[src/rtl/regfile_pkg.sv]
`default_nettype none
// ============================================================================
//  Module   : regfile_pkg
//  Purpose  : Shared register-file geometry and dump-engine state encoding.
//  Revision : 1.0 - initial release
// ============================================================================
package regfile_pkg;

    localparam int REG_AW = 5;
    localparam int REG_DW = 32;
    localparam int NREGS  = 32;

    typedef enum logic [1:0] {
        IDLE  = 2'd0,
        SCAN  = 2'd1,
        DRAIN = 2'd2
    } dump_state_t;

endpackage : regfile_pkg
`default_nettype wire

[src/rtl/regfile_dump_if.sv]
`default_nettype none
// ============================================================================
//  Module   : regfile_dump_if
//  Purpose  : Control, regfile read port and beat stream of the dump engine.
//  Revision : 1.0 - initial release
// ============================================================================
interface regfile_dump_if
    import regfile_pkg::*;
#(
    parameter int AW = REG_AW,
    parameter int DW = REG_DW
) ();

    logic          start;
    logic [AW-1:0] first;
    logic [AW-1:0] last;
    logic [AW-1:0] raddr;
    logic [DW-1:0] rdata;
    logic          out_valid;
    logic          out_ready;
    logic [AW-1:0] out_addr;
    logic [DW-1:0] out_data;
    logic          out_last;
    logic          busy;
    logic          done;

    // Engine side
    modport master (
        input  start, first, last, rdata, out_ready,
        output raddr, out_valid, out_addr, out_data, out_last, busy, done
    );

    // Controller / regfile / sink side
    modport slave (
        output start, first, last, rdata, out_ready,
        input  raddr, out_valid, out_addr, out_data, out_last, busy, done
    );

endinterface : regfile_dump_if
`default_nettype wire

[src/rtl/regfile_dump.sv]
`default_nettype none
// ============================================================================
//  Module   : regfile_dump
//  Purpose  : Walks a register address range and streams {addr, data} beats.
//  Revision : 1.0 - initial release
// ============================================================================
module regfile_dump
    import regfile_pkg::*;
#(
    parameter int AW = REG_AW,
    parameter int DW = REG_DW
) (
    input  logic           clk,
    input  logic           rst_n,
    regfile_dump_if.master bus
);

    dump_state_t   state_q;
    logic [AW-1:0] cur_q;
    logic [AW-1:0] end_q;
    logic          out_valid_q;
    logic [AW-1:0] out_addr_q;
    logic [DW-1:0] out_data_q;
    logic          out_last_q;
    logic          done_q;
    logic          load;

    // One output register: refill whenever it is empty or being drained.
    assign load = (state_q == SCAN) && (!out_valid_q || bus.out_ready);

    always_ff @(posedge clk) begin
        if (!rst_n) begin
            state_q     <= IDLE;
            cur_q       <= '0;
            end_q       <= '0;
            out_valid_q <= 1'b0;
            out_addr_q  <= '0;
            out_data_q  <= '0;
            out_last_q  <= 1'b0;
            done_q      <= 1'b0;
        end else begin
            done_q <= 1'b0;
            case (state_q)
                IDLE: begin
                    if (bus.start) begin
                        if (bus.first <= bus.last) begin
                            cur_q   <= bus.first;
                            end_q   <= bus.last;
                            state_q <= SCAN;
                        end else begin
                            done_q  <= 1'b1;
                        end
                    end
                end
                SCAN: begin
                    if (load) begin
                        out_valid_q <= 1'b1;
                        out_addr_q  <= cur_q;
                        out_data_q  <= bus.rdata;
                        out_last_q  <= (cur_q == end_q);
                        // Stop at end rather than incrementing, so end=31 never wraps.
                        if (cur_q == end_q) begin
                            state_q <= DRAIN;
                        end else begin
                            cur_q   <= cur_q + 1'b1;
                        end
                    end else if (out_valid_q && bus.out_ready) begin
                        out_valid_q <= 1'b0;
                    end
                end
                DRAIN: begin
                    if (out_valid_q && bus.out_ready) begin
                        out_valid_q <= 1'b0;
                        done_q      <= 1'b1;
                        state_q     <= IDLE;
                    end
                end
                default: begin
                    state_q <= IDLE;
                end
            endcase
        end
    end

    assign bus.raddr     = cur_q;
    assign bus.out_valid = out_valid_q;
    assign bus.out_addr  = out_addr_q;
    assign bus.out_data  = out_data_q;
    assign bus.out_last  = out_last_q;
    assign bus.done      = done_q;
    assign bus.busy      = (state_q != IDLE);

endmodule : regfile_dump
`default_nettype wire

[src/flat_wrapper.sv]
// flat-port wrapper written by rule: the top's interface ports become plain ports
module regfile_dump_flat import regfile_pkg::*;
#(
    parameter int AW = REG_AW,
    parameter int DW = REG_DW
)
  (clk, rst_n, bus_start, bus_first, bus_last, bus_rdata, bus_out_ready, bus_raddr, bus_out_valid, bus_out_addr, bus_out_data, bus_out_last, bus_busy, bus_done);
  regfile_dump_if #(.AW(AW), .DW(DW)) bus_i ();
  input  logic clk;
  input  logic rst_n;
  input wire logic [$bits(bus_i.start)-1:0] bus_start;
  input wire logic [$bits(bus_i.first)-1:0] bus_first;
  input wire logic [$bits(bus_i.last)-1:0] bus_last;
  input wire logic [$bits(bus_i.rdata)-1:0] bus_rdata;
  input wire logic [$bits(bus_i.out_ready)-1:0] bus_out_ready;
  output wire logic [$bits(bus_i.raddr)-1:0] bus_raddr;
  output wire logic [$bits(bus_i.out_valid)-1:0] bus_out_valid;
  output wire logic [$bits(bus_i.out_addr)-1:0] bus_out_addr;
  output wire logic [$bits(bus_i.out_data)-1:0] bus_out_data;
  output wire logic [$bits(bus_i.out_last)-1:0] bus_out_last;
  output wire logic [$bits(bus_i.busy)-1:0] bus_busy;
  output wire logic [$bits(bus_i.done)-1:0] bus_done;
  assign bus_i.start = bus_start;
  assign bus_i.first = bus_first;
  assign bus_i.last = bus_last;
  assign bus_i.rdata = bus_rdata;
  assign bus_i.out_ready = bus_out_ready;
  assign bus_raddr = bus_i.raddr;
  assign bus_out_valid = bus_i.out_valid;
  assign bus_out_addr = bus_i.out_addr;
  assign bus_out_data = bus_i.out_data;
  assign bus_out_last = bus_i.out_last;
  assign bus_busy = bus_i.busy;
  assign bus_done = bus_i.done;
  regfile_dump #(.AW(AW), .DW(DW)) u_core (.clk(clk), .rst_n(rst_n), .bus(bus_i));
endmodule
[config.mk]
export PLATFORM = sky130hd
export DESIGN_NAME = regfile_dump_flat
export DESIGN_NICKNAME = d
export VERILOG_FILES = /design/src/rtl/regfile_pkg.sv /design/src/rtl/regfile_dump_if.sv /design/src/rtl/regfile_dump.sv /design/src/flat_wrapper.sv
export SDC_FILE = /design/constraint.sdc
export NUM_CORES = 1
export LEC_CHECK = 0
export BUFFER_PORTS_ARGS = -buffer_cell sky130_fd_sc_hd__buf_2
export CAP_MARGIN = 20
export CORE_MARGIN = 10
export CORE_UTILIZATION = 52
export DETAILED_ROUTE_END_ITERATION = 6
export PLACE_DENSITY = 0.85
export SYNTH_ARGS = -nofsm -noshare
export SYNTH_HDL_FRONTEND = slang
export SYNTH_SLANG_ARGS = --single-unit
[constraint.sdc]
create_clock -name clk -period 3.9 [get_ports clk]
set_input_delay 0 -clock clk [delete_from_list [all_inputs] [get_ports clk]]
set_output_delay 0 -clock clk [all_outputs]
set_load 0.03 [all_outputs]
* Yosys cells after proc, flatten, opt, wreduce, memory -nomap -nowiden *
Cells that the tools add are included.

word-level totals
  memory bits (writable) = 0
  bits in registers = 52
  latch bits = 0
  output and inout port bits = 46
  logic and storage cells = 49
  memories kept = 0
  ROM bits = 0

cells by class
  bitwise gates (word level) = 0
  shifts and indexed selects = 0
  equality and inequality tests = 9
  div/mod/pow operators = 0
  add/sub/neg operators = 1
  muxes and demuxes = 18
  magnitude comparators = 1
  $mul = 0
  reductions and logical operators = 12

operators with widths
  cell                                                             number
  5-bit two-way mux                                                4
  2-bit two-way mux                                                5
  5-bit case mux with 2 select lines                               1
  5-bit AND reduction                                              2
  2-bit by 1-bit != test with 1-bit output, second input constant  3
  2-bit != test, second input constant                             3
  2-bit case mux with 3 select lines                               1
  2-bit nonzero test                                               3
  5-bit by 1-bit adder with 5-bit output, second input constant    1
  5-bit == test                                                    1
  5-bit <= comparator                                              1
  1-bit two-way mux                                                5
  1-bit case mux with 2 select lines                               2
  3-bit AND reduction                                              1
  2-bit by 1-bit == test with 1-bit output, second input constant  1
  2-bit == test, second input constant                             1
  1-bit logical AND                                                2
  2-bit logical NOT                                                1
  2-bit AND reduction                                              1
  1-bit logical NOT                                                1
  1-bit logical OR                                                 1

* Longest topological paths before layout *
  word-level depth = 5
  gate-level depth with buffers = 7
  mapped depth without buffers = 7

* Worst setup path after synthesis *
Ideal clock, no wire load.

  path type = reg-to-reg
  start point = register u_core.state_q[0]
  end point = register u_core.cur_q[0], in the netlist u_core.bus.raddr[0]
  setup time = 0.117 ns
  stages on the path, launching flop included = 7
  setup slack = 2.288 ns
  data required time = 3.783 ns
  clock period less this slack = 1.612 ns
  arrival = 1.494 ns
  path buffers = 0
  cells stage by stage = dfxtp_1 inv_1 ha_1 inv_1 o221ai_2 o211ai_1 a32o_1

on the way
  word-level cells in the longest chain between the ends = 4

ends and longest elaborated chain
  what                                                RTL line                                source
  start: declaration                                  regfile_dump.sv:18                      dump_state_t state_q;
  start signal: assignment                            regfile_dump.sv:33                      state_q <= IDLE;
  start signal: assignment                            regfile_dump.sv:49                      state_q <= SCAN;
  start signal: assignment                            regfile_dump.sv:63                      state_q <= DRAIN;
  2-bit by 1-bit == test with 1-bit output            regfile_dump.sv:29, regfile_dump.sv:43
  1-bit logical AND                                   regfile_dump.sv:29                      assign load = (state_q == SCAN) && (!out_valid_q || bus.out_ready);
  2-bit by 1-bit != test with 1-bit output (no line)  --
  5-bit AND reduction (no line)                       --
  end signal: assignment                              regfile_dump.sv:47                      cur_q <= bus.first;
  end signal: assignment                              regfile_dump.sv:65                      cur_q <= cur_q + 1'b1;
  end: declaration                                    regfile_dump.sv:19                      logic [AW-1:0] cur_q;

Parallel ways exist; a longest one is shown, timed or not.
A chain may end at the register's enable or synchronous reset.

* Final worst setup path *
  start point = register u_core.state_q[1]
  end point = register u_core.cur_q[0], in the netlist u_core.bus.raddr[0]

The elaborated chain is that of the path after synthesis.

==> flow_summary.toml <==
[grt]
grtUsageMet2_pct = 31.5
grt.total_usage_pct = 17.7
grt_overflow = 0
grt_max_degree = 40
grtUsageMet3_pct = 4.97
grt_pass1_vias = 2440
grt_antenna_before_repair = 1
use_met1_pct = 18.8
grt_pass1_wl_um = 11100
busiest_layer = "met2"

[pwr]
p_leak_uw = 0.00147
seqPwrFrac_pct = 36.0
switching_share_pct = 45.8
share_comb_of_total_power_pct = 49.1
peakVddDrop_uv = 314
clockPowerShare_pct = 14.9
internal_power_uw = 1140
p_per_area_mw_per_mm2 = 652
switchingPower_uw = 962

[layout]
synthToLayoutAreaGrowth_pct = 39.6
drive_above_1_share_pct = 27.0
multi_input_area_sq_mm = 0.00113
final_design_area_no_fill_sq_mm = 0.00322
nets = 462
register_area_sq_mm = 0.00104
fillers = 330
final_core_util_pct = 74.5

[floorplan]
start_util_pct = 53.4
rows = 24
die_y_um = 86.6
die_w_um = 86.6
die_area_sq_mm = 0.00750
coreArea_sq_mm = 0.00432
ioPinCount = 92

[critical_path]
arrival_ns = 2.28
r2r_end = "u_core.bus.raddr[0]"
timing.rr.start = "u_core.state_q[1]"
worstSetupStartpointType = "flop"
cp-endpoint = "u_core.bus.raddr[0]"
end_kind = "flop"
path_class = "flop to flop"
ff2ff_path_depth = 7
required_ns = 4.10
cp_max_fo = 39
worstSetupStartpoint = "u_core.state_q[1]"
r2r_setup_slack_ns = 1.83

[detailed_routing]
wl_per_cell_um = 14.7
vias = 2445
routed_wl_um = 6800
viasPerCell = 5.30
drc = 0
first_iter_violations = 183
firstDrtPassIters = 4
ant_nets = 0

[timing]
hold_violations = 0
worst_pin_slew_ns = 0.465
holdWs_ns = 0.0126
fin_setup_tns_ns = 0
max_freq_ghz = 0.482
skew_ns = 0.00593
finalCritPeriodShare_pct = 53.2
finalWorstPathRequiredPeriod_ns = 2.07
drv_slew = 0
finalSetupViolCount = 0
max_slew_margin_pct = 69.0
grt_setup_unrepaired = "false"

[yosys]
synth.most_common_cell = "nand2_1"
synth.area.mux_share_pct = 1.30
syn-mean-instance-area_sq_um = 8.07
synth_top_family_by_area = "compound AO/OA/AOI/OAI gates"
synth_area_sq_mm = 0.00231
synth_common_cells = "87 x nand2_1, 52 x dfxtp_1, 48 x a21oi_1"
syn_inst = 286
synth.area.top_cells = "dfxtp_1 45%, nand2_1 14%, a21oi_1 10%"
synth_area_leader_cell = "dfxtp_1"
synth.top_cell.area_share_pct = 45.1
synthAdderAreaFrac_pct = 4.88
synth_ff_type = "dfxtp_1"
synth_compound_area_share_pct = 21.0
synthArstFlopShare_pct = 0
ys_types = 34
yosysSeqAreaShare_pct = 45.1
synth-xor-area-share_pct = 1.90
yosys.area_share.simple_pct = 20.0
syn-num-nets = 341
synth_edf_count = 0
ys_warn_count = 0
ys_ff_latch = 52

[placement]
gp_congestion = 0.918
portBuffers = 91
hpwlAfterDp_um = 4640
placed_area_sq_mm = 0.00275

[cts]
root_buffer = "clkbuf_8"
clk_pin_slew_ns = 0.09
tritoncts.num_buffers = 5
ctsHtreeMaxLevel = 2
tritoncts = "yes"
cts_setup_buffers = 0
clkLatencyLatePin_ns = 0.30
clk_path_buf_depth = 2
cts.sinks = 52

[min_path]
hp-class = "input pin to flop"
min_from = "rst_n"

[run]
max-cap-violations = 0

[outcome]
outcome = "finished clean"
power by group through the flow:
| stage | Clock [uW] | Combinational, uW | Sequential, uW |
|---|---|---|---|
| 2_1_floorplan | 0 | 547 | 964 |
| 3_3_place_gp | 0 | 975 | 755 |
| 3_5_place_dp | 0 | 995 | 763 |
| 4_1_cts | 321 | 1030 | 752 |
| 5_1_grt | 334 | 1140 | 771 |
| 6_report | 312 | 1030 | 756 |
cells in the final DEF, fill, tap and decap left out, types with 2 or more instances in the layout:
master	count
a211oi_1	4
and2_1	3
o221ai_2	2
nand2_1	87
a31oi_1	3
inv_1	10
a21oi_1	48
mux2i_1	3
nand3_1	9
xor2_1	5
dlygate4sd3_1	37
o22ai_1	2
nand2b_1	3
nor2_1	7
buf_2	91
clkbuf_8	6
a32o_1	2
o31ai_1	2
ha_1	9
a31o_2	2
o21ai_0	5
buf_4	3
dfxtp_1	52
worst min path at each step:
stage,to,slack (ns),cells after the start
detailed placement,u_core.bus.out_data[27],0.25,3
finish,u_core.state_q[0],0.01,2
global route,u_core.state_q[0],0.03,2
global placement,u_core.bus.out_data[6],0.24,3
CTS,u_core.state_q[0],0.01,2
floorplan,u_core.bus.out_data[10],0.13,2
final cells by class:
class,instances,area share [%]
multi-input cells,207,35.2
flip-flops and latches,52,32.3
repair buffers,131,26.3
clock buffers,7,2.68
well taps,52,2.02
inverters,10,1.17
clock inverters,1,0.233
diodes,1,0.0777
layer usage:
metal	vias up	share of wire [%]
li1	1213	-
met1	1106	37
met2	106	52
met3	20	8.3
met4	0	3.0
met5	-	0
timing repair:
action,in CTS,in global routing
hold endpoints to repair,37,0
resized for setup,0,0
hold buffers,37,0
endpoints found under the setup margin,0,0
state kept, by name, indices dropped and copies added, names as in the netlist:
signal	flops
u_core.bus.out_data	32
u_core.bus.out_addr	5
u_core.bus.raddr	5
u_core.end_q	5
u_core.state_q	2
u_core.bus.done	1
u_core.bus.out_last	1
u_core.bus.out_valid	1
cell families after synthesis:
logic type	after synthesis
compound gates	78
xor+xnor	5
fa+ha+maj	9
buf+inv	27
flops	52
mux	3
simple gates	112
critical path, stage by stage (launching register included):
cell	delay (ns)
dfxtp_1	0.33
inv_1	0.08
ha_1	0.44
nand2_1	0.09
buf_4	0.27
o221ai_2	0.33
o211ai_1	0.15
a32o_1	0.28
metrics by stage:
step	setup WS [ns]	std cells	power, uW
6_report	1.83	461	2100
5_1_grt	1.63	461	2250
4_1_cts	1.82	460	2100
3_5_place_dp	1.82	415	1760
3_3_place_gp	1.89	415	1730
2_1_floorplan	2.29	286	1510
Note: power is estimated with default switching activity, not from simulation.
